[src/rtl/pipeline_stall_controller_if.sv]
// Bundle of hazard/branch/memory inputs and freeze/flush/performance outputs
// exchanged between the stall controller and the rest of the pipeline.
interface pipeline_stall_controller_if #(
  parameter int unsigned CNT_W = 16
);
  logic             hazard_detected;
  logic             branch_taken;
  logic             mem_access;
  logic             mem_ready;
  logic             cfg_fwd_req;
  logic             cfg_fwd_val;
  logic             cnt_clear;
  logic             freeze_pc;
  logic             freeze_if_id;
  logic             flush_if_id;
  logic             bubble_id_exe;
  logic             freeze_backend;
  logic             with_forwarding;
  logic             busy;
  logic [CNT_W-1:0] stall_count;
  logic [CNT_W-1:0] flush_count;

  // Controller side: consumes pipeline status, drives stage controls.
  modport master (
    input  hazard_detected, branch_taken, mem_access, mem_ready,
           cfg_fwd_req, cfg_fwd_val, cnt_clear,
    output freeze_pc, freeze_if_id, flush_if_id, bubble_id_exe,
           freeze_backend, with_forwarding, busy, stall_count, flush_count
  );

  // Pipeline side: drives status, consumes stage controls.
  modport slave (
    output hazard_detected, branch_taken, mem_access, mem_ready,
           cfg_fwd_req, cfg_fwd_val, cnt_clear,
    input  freeze_pc, freeze_if_id, flush_if_id, bubble_id_exe,
           freeze_backend, with_forwarding, busy, stall_count, flush_count
  );
endinterface

[src/rtl/pipeline_stall_controller.sv]
// Stall/flush sequencer for the 5-stage pipeline. Control outputs are a
// Mealy function of the state and the current hazard/branch/memory inputs;
// the forwarding-mode bit only changes after a fixed number of drain bubbles.
module pipeline_stall_controller #(
  parameter int unsigned RESET_HOLD   = 2,
  parameter int unsigned DRAIN_CYCLES = 3,
  parameter int unsigned CNT_W        = 16,
  parameter bit          FWD_RESET    = 1'b1
) (
  input logic                          clk,
  input logic                          rst,
  pipeline_stall_controller_if.master  bus
);

  localparam int unsigned HOLD_W  = (RESET_HOLD > 1) ? $clog2(RESET_HOLD) : 1;
  localparam int unsigned DRAIN_W = $clog2(DRAIN_CYCLES + 1);

  typedef enum logic [1:0] {
    ST_INIT     = 2'd0,
    ST_RUN      = 2'd1,
    ST_MEM_WAIT = 2'd2,
    ST_DRAIN    = 2'd3
  } state_e;

  state_e             state_q, state_d;
  state_e             ret_q, ret_d;
  logic [HOLD_W-1:0]  hold_q, hold_d;
  logic [DRAIN_W-1:0] drain_q, drain_d;
  logic               pend_q, pend_d;
  logic               fwd_q, fwd_d;
  logic [CNT_W-1:0]   stall_q, stall_d;
  logic [CNT_W-1:0]   flush_q, flush_d;

  logic mem_stall_s;
  logic do_run_s;
  logic do_drain_s;
  logic allow_cfg_s;
  logic fp_s, fi_s, fl_s, bub_s, fb_s;
  logic flush_inc_s;
  logic stall_inc_s;

  assign mem_stall_s = bus.mem_access & ~bus.mem_ready;

  // Next-state, register updates and Mealy control outputs.
  always_comb begin
    state_d     = state_q;
    ret_d       = ret_q;
    hold_d      = hold_q;
    drain_d     = drain_q;
    pend_d      = pend_q;
    fwd_d       = fwd_q;
    do_run_s    = 1'b0;
    do_drain_s  = 1'b0;
    allow_cfg_s = 1'b0;
    fp_s        = 1'b0;
    fi_s        = 1'b0;
    fl_s        = 1'b0;
    bub_s       = 1'b0;
    fb_s        = 1'b0;
    flush_inc_s = 1'b0;

    case (state_q)
      ST_INIT: begin
        fp_s  = 1'b1;
        fi_s  = 1'b1;
        bub_s = 1'b1;
        if (hold_q == HOLD_W'(RESET_HOLD - 1)) begin
          state_d = ST_RUN;
        end else begin
          hold_d = hold_q + HOLD_W'(1);
        end
      end
      ST_RUN: begin
        do_run_s    = 1'b1;
        allow_cfg_s = 1'b1;
      end
      ST_MEM_WAIT: begin
        if (mem_stall_s) begin
          fp_s = 1'b1;
          fi_s = 1'b1;
          fb_s = 1'b1;
        end else begin
          // The completing cycle already belongs to the state we return to,
          // but a mode request arriving now is dropped rather than queued.
          state_d = ret_q;
          if (ret_q == ST_DRAIN) begin
            do_drain_s = 1'b1;
          end else begin
            do_run_s = 1'b1;
          end
        end
      end
      ST_DRAIN: begin
        do_drain_s = 1'b1;
      end
      default: begin
        state_d = ST_INIT;
      end
    endcase

    if (do_run_s) begin
      if (mem_stall_s) begin
        fp_s    = 1'b1;
        fi_s    = 1'b1;
        fb_s    = 1'b1;
        ret_d   = ST_RUN;
        state_d = ST_MEM_WAIT;
      end else if (bus.branch_taken) begin
        // Wrong-path instruction in ID: squash it even if it also hazards.
        fl_s        = 1'b1;
        bub_s       = 1'b1;
        flush_inc_s = 1'b1;
      end else if (bus.hazard_detected) begin
        fp_s  = 1'b1;
        fi_s  = 1'b1;
        bub_s = 1'b1;
      end else if (allow_cfg_s && bus.cfg_fwd_req && (bus.cfg_fwd_val != fwd_q)) begin
        pend_d  = bus.cfg_fwd_val;
        drain_d = DRAIN_W'(DRAIN_CYCLES);
        state_d = ST_DRAIN;
      end else begin
        state_d = state_d;
      end
    end else if (do_drain_s) begin
      if (mem_stall_s) begin
        // Drain progress is frozen together with the memory stage.
        fp_s    = 1'b1;
        fi_s    = 1'b1;
        fb_s    = 1'b1;
        ret_d   = ST_DRAIN;
        state_d = ST_MEM_WAIT;
      end else begin
        if (bus.branch_taken) begin
          fl_s        = 1'b1;
          bub_s       = 1'b1;
          flush_inc_s = 1'b1;
        end else begin
          fp_s  = 1'b1;
          fi_s  = 1'b1;
          bub_s = 1'b1;
        end
        drain_d = drain_q - DRAIN_W'(1);
        if (drain_q == DRAIN_W'(1)) begin
          fwd_d   = pend_q;
          state_d = ST_RUN;
        end else begin
          state_d = ST_DRAIN;
        end
      end
    end else begin
      state_d = state_d;
    end
  end

  assign stall_inc_s = fp_s & (state_q != ST_INIT);

  // Saturating performance counters; clear wins over increment.
  always_comb begin
    stall_d = stall_q;
    flush_d = flush_q;
    if (bus.cnt_clear) begin
      stall_d = {CNT_W{1'b0}};
      flush_d = {CNT_W{1'b0}};
    end else begin
      if (stall_inc_s && (stall_q != {CNT_W{1'b1}})) begin
        stall_d = stall_q + CNT_W'(1);
      end else begin
        stall_d = stall_q;
      end
      if (flush_inc_s && (flush_q != {CNT_W{1'b1}})) begin
        flush_d = flush_q + CNT_W'(1);
      end else begin
        flush_d = flush_q;
      end
    end
  end

  // State and datapath registers; reset abandons any drain or memory wait.
  always_ff @(posedge clk or negedge rst) begin
    if (!rst) begin
      state_q <= ST_INIT;
      ret_q   <= ST_RUN;
      hold_q  <= {HOLD_W{1'b0}};
      drain_q <= {DRAIN_W{1'b0}};
      pend_q  <= 1'b0;
      fwd_q   <= FWD_RESET;
      stall_q <= {CNT_W{1'b0}};
      flush_q <= {CNT_W{1'b0}};
    end else begin
      state_q <= state_d;
      ret_q   <= ret_d;
      hold_q  <= hold_d;
      drain_q <= drain_d;
      pend_q  <= pend_d;
      fwd_q   <= fwd_d;
      stall_q <= stall_d;
      flush_q <= flush_d;
    end
  end

  assign bus.freeze_pc       = fp_s;
  assign bus.freeze_if_id    = fi_s;
  assign bus.flush_if_id     = fl_s;
  assign bus.bubble_id_exe   = bub_s;
  assign bus.freeze_backend  = fb_s;
  assign bus.with_forwarding = fwd_q;
  assign bus.busy            = (state_q != ST_RUN);
  assign bus.stall_count     = stall_q;
  assign bus.flush_count     = flush_q;

endmodule

[src/flat_wrapper.sv]
// flat-port wrapper written by rule: the top's interface ports become plain ports
module pipeline_stall_controller_flat 
#(
  parameter int unsigned RESET_HOLD   = 2,
  parameter int unsigned DRAIN_CYCLES = 3,
  parameter int unsigned CNT_W        = 16,
  parameter bit          FWD_RESET    = 1'b1
)
  (clk, rst, bus_hazard_detected, bus_branch_taken, bus_mem_access, bus_mem_ready, bus_cfg_fwd_req, bus_cfg_fwd_val, bus_cnt_clear, bus_freeze_pc, bus_freeze_if_id, bus_flush_if_id, bus_bubble_id_exe, bus_freeze_backend, bus_with_forwarding, bus_busy, bus_stall_count, bus_flush_count);
  pipeline_stall_controller_if #(.CNT_W(CNT_W)) bus_i ();
  input logic clk;
  input logic rst;
  input wire logic [$bits(bus_i.hazard_detected)-1:0] bus_hazard_detected;
  input wire logic [$bits(bus_i.branch_taken)-1:0] bus_branch_taken;
  input wire logic [$bits(bus_i.mem_access)-1:0] bus_mem_access;
  input wire logic [$bits(bus_i.mem_ready)-1:0] bus_mem_ready;
  input wire logic [$bits(bus_i.cfg_fwd_req)-1:0] bus_cfg_fwd_req;
  input wire logic [$bits(bus_i.cfg_fwd_val)-1:0] bus_cfg_fwd_val;
  input wire logic [$bits(bus_i.cnt_clear)-1:0] bus_cnt_clear;
  output wire logic [$bits(bus_i.freeze_pc)-1:0] bus_freeze_pc;
  output wire logic [$bits(bus_i.freeze_if_id)-1:0] bus_freeze_if_id;
  output wire logic [$bits(bus_i.flush_if_id)-1:0] bus_flush_if_id;
  output wire logic [$bits(bus_i.bubble_id_exe)-1:0] bus_bubble_id_exe;
  output wire logic [$bits(bus_i.freeze_backend)-1:0] bus_freeze_backend;
  output wire logic [$bits(bus_i.with_forwarding)-1:0] bus_with_forwarding;
  output wire logic [$bits(bus_i.busy)-1:0] bus_busy;
  output wire logic [$bits(bus_i.stall_count)-1:0] bus_stall_count;
  output wire logic [$bits(bus_i.flush_count)-1:0] bus_flush_count;
  assign bus_i.hazard_detected = bus_hazard_detected;
  assign bus_i.branch_taken = bus_branch_taken;
  assign bus_i.mem_access = bus_mem_access;
  assign bus_i.mem_ready = bus_mem_ready;
  assign bus_i.cfg_fwd_req = bus_cfg_fwd_req;
  assign bus_i.cfg_fwd_val = bus_cfg_fwd_val;
  assign bus_i.cnt_clear = bus_cnt_clear;
  assign bus_freeze_pc = bus_i.freeze_pc;
  assign bus_freeze_if_id = bus_i.freeze_if_id;
  assign bus_flush_if_id = bus_i.flush_if_id;
  assign bus_bubble_id_exe = bus_i.bubble_id_exe;
  assign bus_freeze_backend = bus_i.freeze_backend;
  assign bus_with_forwarding = bus_i.with_forwarding;
  assign bus_busy = bus_i.busy;
  assign bus_stall_count = bus_i.stall_count;
  assign bus_flush_count = bus_i.flush_count;
  pipeline_stall_controller #(.RESET_HOLD(RESET_HOLD), .DRAIN_CYCLES(DRAIN_CYCLES), .CNT_W(CNT_W), .FWD_RESET(FWD_RESET)) u_core (.clk(clk), .rst(rst), .bus(bus_i));
endmodule
[config.mk]
export PLATFORM = sky130hd
export DESIGN_NAME = pipeline_stall_controller_flat
export DESIGN_NICKNAME = d
export VERILOG_FILES = /design/src/rtl/pipeline_stall_controller_if.sv /design/src/rtl/pipeline_stall_controller.sv /design/src/flat_wrapper.sv
export SDC_FILE = /design/constraint.sdc
export NUM_CORES = 1
export LEC_CHECK = 0
export ABC_AREA = 1
export ABC_CLOCK_PERIOD_IN_PS = 1700
export CAP_MARGIN = 20
export CORE_AREA = 2 2 111 59
export DETAILED_ROUTE_END_ITERATION = 8
export DIE_AREA = 0 0 113 61
export MAX_ROUTING_LAYER = met4
export PLACE_DENSITY = 0.78
export SLEW_MARGIN = 20
export SYNTH_ARGS = -nofsm -noshare
export SYNTH_HDL_FRONTEND = slang
export SYNTH_SLANG_ARGS = --single-unit
[constraint.sdc]
create_clock -name clk -period 1.7 [get_ports clk]
set_input_delay 0.255 -clock clk [delete_from_list [all_inputs] [get_ports clk]]
set_output_delay 0.255 -clock clk [all_outputs]
set_load 0.005 [all_outputs]
==> summary.md <==
| Metric | Value |
|---|---|
| IO Count | `48` |
| # setup viols final | `40` |
| Die H | `61 um` |
| CTS tree | `yes` |
| Syn avg cell area | `7.21 um2` |
| Reg clk slew, reported paths | `around 0.060 ns` |
| Yosys top cell by area | `dfrtp_1` |
| DP Worst Slack | `-0.555 ns` |
| Initial antenna violation count | `0` |
| Seq/Total Area, Yosys | `between 30% and 40%` |
| RSZ-0062 raised after global routing | `true` |
| Nets | `510` |
| Synth area leaders | `dfrtp_1, nand2_1, nand3_1` |
| DR vias/cell | `5.54` |
| Post-synth top flop | `dfrtp_1` |
| # Max-Cap Violations | `0` |
| Top cells by count, synth | `nand2_1, nand3_1, dfrtp_1` |
| Worst Setup SP | `u_core.state_q[1]` |
| WP data required | `1.44 ns` |
| Clk root buf | `clkbuf_16` |
| Total grt overflow | `0` |
| Row count | `20` |
| Minimum clock period | `2.04 ns` |
| Syn. warnings | `0` |
| Slew headroom | `between 60% and 70%` |
| Synth cell types | `34` |
| FMAX | `491 MHz` |
| Pre-antenna DRT Iters | `7` |
| Die area | `6890 um2` |
| Leakage | `2.08 nW` |
| Synth top area share | `35.1%` |
| Starting Density | `47.1%` |
| Worst setup slack after layout | `-0.337 ns` |
| Detailed-route DRC error count | `2` |
| Tcrit/Tclk final | `120%` |
| Power density over cell area | `1230 nW/um2` |
| Slew Viols, Final | `0` |
| Final Hold Fails | `0` |
| Worst EP arrival | `1.78 ns` |
| Post-route ant nets | `0` |
| Die width | `113 um` |
| Register Area | `roughly 1000 um2` |
| Max VDD drop | `about 0.00054 V` |
| Max Root-Sink Buffers | `2` |
| Synth async-reset ratio | `between 90% and 100%` |
| Synth Register Bits | `40` |
| Cell Area, Synth | `2780 um2` |
| Startpoint types | `register` |
| Least-Margin Pin Slew | `0.504 ns` |
| Vias in the first global route | `2914` |
| GRT Total Usage | `28.0%` |
| First-pass GRT wire length | `between 10 and 15 mm` |
| Clock skew | `0.00642 ns` |
| Post-synth EDFFs | `0` |
| FILL cells | `412` |
| Wire length per cell | `16.4 um` |
| Core ar. | `5910 um2` |
| Final setup TNS | `-8.38 ns` |
| Most frequent cell after synthesis | `nand2_1` |
| I/O Buffers | `47` |
| Violated checks | `DRC, setup timing` |
| CTS sink count | `40` |
| Htree depth | `2` |
| P&R area growth vs syn | `58.2%` |
| RePlAce Congestion | `0.975` |
| Syn Inst Count | `386` |
| Status | `finished, violations left` |
| CTS buffer count | `5` |
| Final total power | `0.00542 W` |
| CP max FO | `5` |
| Routed wire length | `9.34 mm` |
| Initial DRC Count | `224` |
| Vias | `3166` |
| Ant diodes | `0` |
| Syn_nets | `403` |
| Worst R2R Start | `u_core.state_q[1]` |
| CP Class | `reg -> out` |
| Largest net degree at the start of global routing | `33` |
| Clock latency on the worst-skew pair | `between 0.2 and 0.3 ns` |
| Min-Delay Path Class | `in -> async` |
| Crit. End Element | `primary output` |
| Worst hold slack | `0.475 ns` |
| Placed wire-length estimate | `5.92 mm` |
| Area of the multi-input gates | `1940 um2` |
| Layout cell share with drive strength beyond 1 | `33.2%` |
==> metal layers <==
layer	vias up	track usage (%)	part of all wire [%]
met5	-	-	0
met4	0	6.62	1.3
met3	19	5.09	8.1
met2	178	41.9	46
met1	1486	39.6	45
li1	1483	-	-
==> report_power, final <==
group	switching (W)	internal, W	total (W)
logic	0.00176	0.00153	0.00330
registers	0.0000996	0.00108	0.00118
clock network	0.000363	0.000584	0.000947
==> layout make-up <==
class	instances	area share (%)
multi-input cells	293	44.1
repair buffers	110	23.6
flip-flops and latches	40	22.8
inverters	43	3.87
clock buffers	7	3.24
well taps	77	2.19
clock inverters	1	0.171
==> through the flow <==
stage	instance area (um2)	cells	util, %
finish	4400	571	74.5
floorplan	2830	386	-
detailed placement	3700	547	62.6
global placement	3700	547	62.6
global route	4400	571	74.5
CTS	4180	567	70.7
==> critical path, cell delays in order (launching register included) <==
cell     delay (ns)
dfrtp_2        0.43
inv_2          0.08
buf_6          0.12
ha_4           0.27
nand2_4        0.07
buf_6          0.13
nor3_4         0.16
o21ai_1        0.10
buf_2          0.14
==> final timing paths <==
| check | to | slack (ns) | depth (start not counted) |
|---|---|---|---|
| worst min-delay path | u_core.bus.stall_count[10] | 0.47 | 2 |
| worst max-delay path | bus_bubble_id_exe | -0.34 | 8 |
| worst max register to register | u_core.bus.flush_count[8] | -0.28 | 17 |
| worst min register to register | u_core.bus.with_forwarding | 0.51 | 2 |
| max in group asynchronous | u_core.bus.with_forwarding | 0.66 | 3 |
| min in group clk | u_core.bus.with_forwarding | 0.51 | 2 |
==> placed cells by master (no fill, tap or decap), types with 2 or more instances in the layout <==
cell type	count
nand2_1	73
buf_4	44
clkdlybuf4s50_1	40
dfrtp_1	38
nor2_1	37
nand3_1	35
inv_1	31
nand4_1	27
nand2_2	19
nand3_2	19
xor2_1	18
buf_6	16
nand2_4	12
inv_2	8
nand2_8	5
clkbuf_16	5
nor2_2	4
a21oi_1	4
o21ai_0	4
ha_1	4
ha_4	4
buf_12	4
nand3_4	3
o21ai_2	3
nor2_4	3
o21bai_1	3
nor3_1	3
xnor2_1	3
buf_2	3
inv_4	2
clkinvlp_4	2
o21ai_1	2
nor3_4	2
==> registers in the layout, summed over array words and instances, names as in the netlist <==
name / cells
u_core.bus.flush_count: 16
u_core.bus.stall_count: 16
u_core.bus.with_forwarding: 1
u_core.drain_q: 2
u_core.hold_q: 1
u_core.pend_q: 1
u_core.ret_q: 1
u_core.state_q: 2
==> logic make-up (layout without fill, tap and decap cells) <==
family                     after synthesis  count (layout)  share of synthesized area [%]
buffers and inverters                   55             161                           8.68
adders and majority gates                8               8                           3.60
AOI/OAI and AO/OA                       20              20                           4.18
xor gates and xnor gates                21              21                           6.61
DFF                                     40              40                           36.0
and+or+nand+nor                        242             244                           40.9
==> timing repair <==
| action | CTS | global route |
|---|---|---|
| hold buffers | 1 | 0 |
| endpoints found under the setup margin | 41 | 44 |
| buffers inserted | 9 | 5 |
| resized for setup | 78 | 50 |
| gates cloned | 2 | 1 |
| endpoints found under the hold margin | 18 | 0 |
| pin swaps | 21 | 23 |
Note: power is estimated with default switching activity, not from simulation.
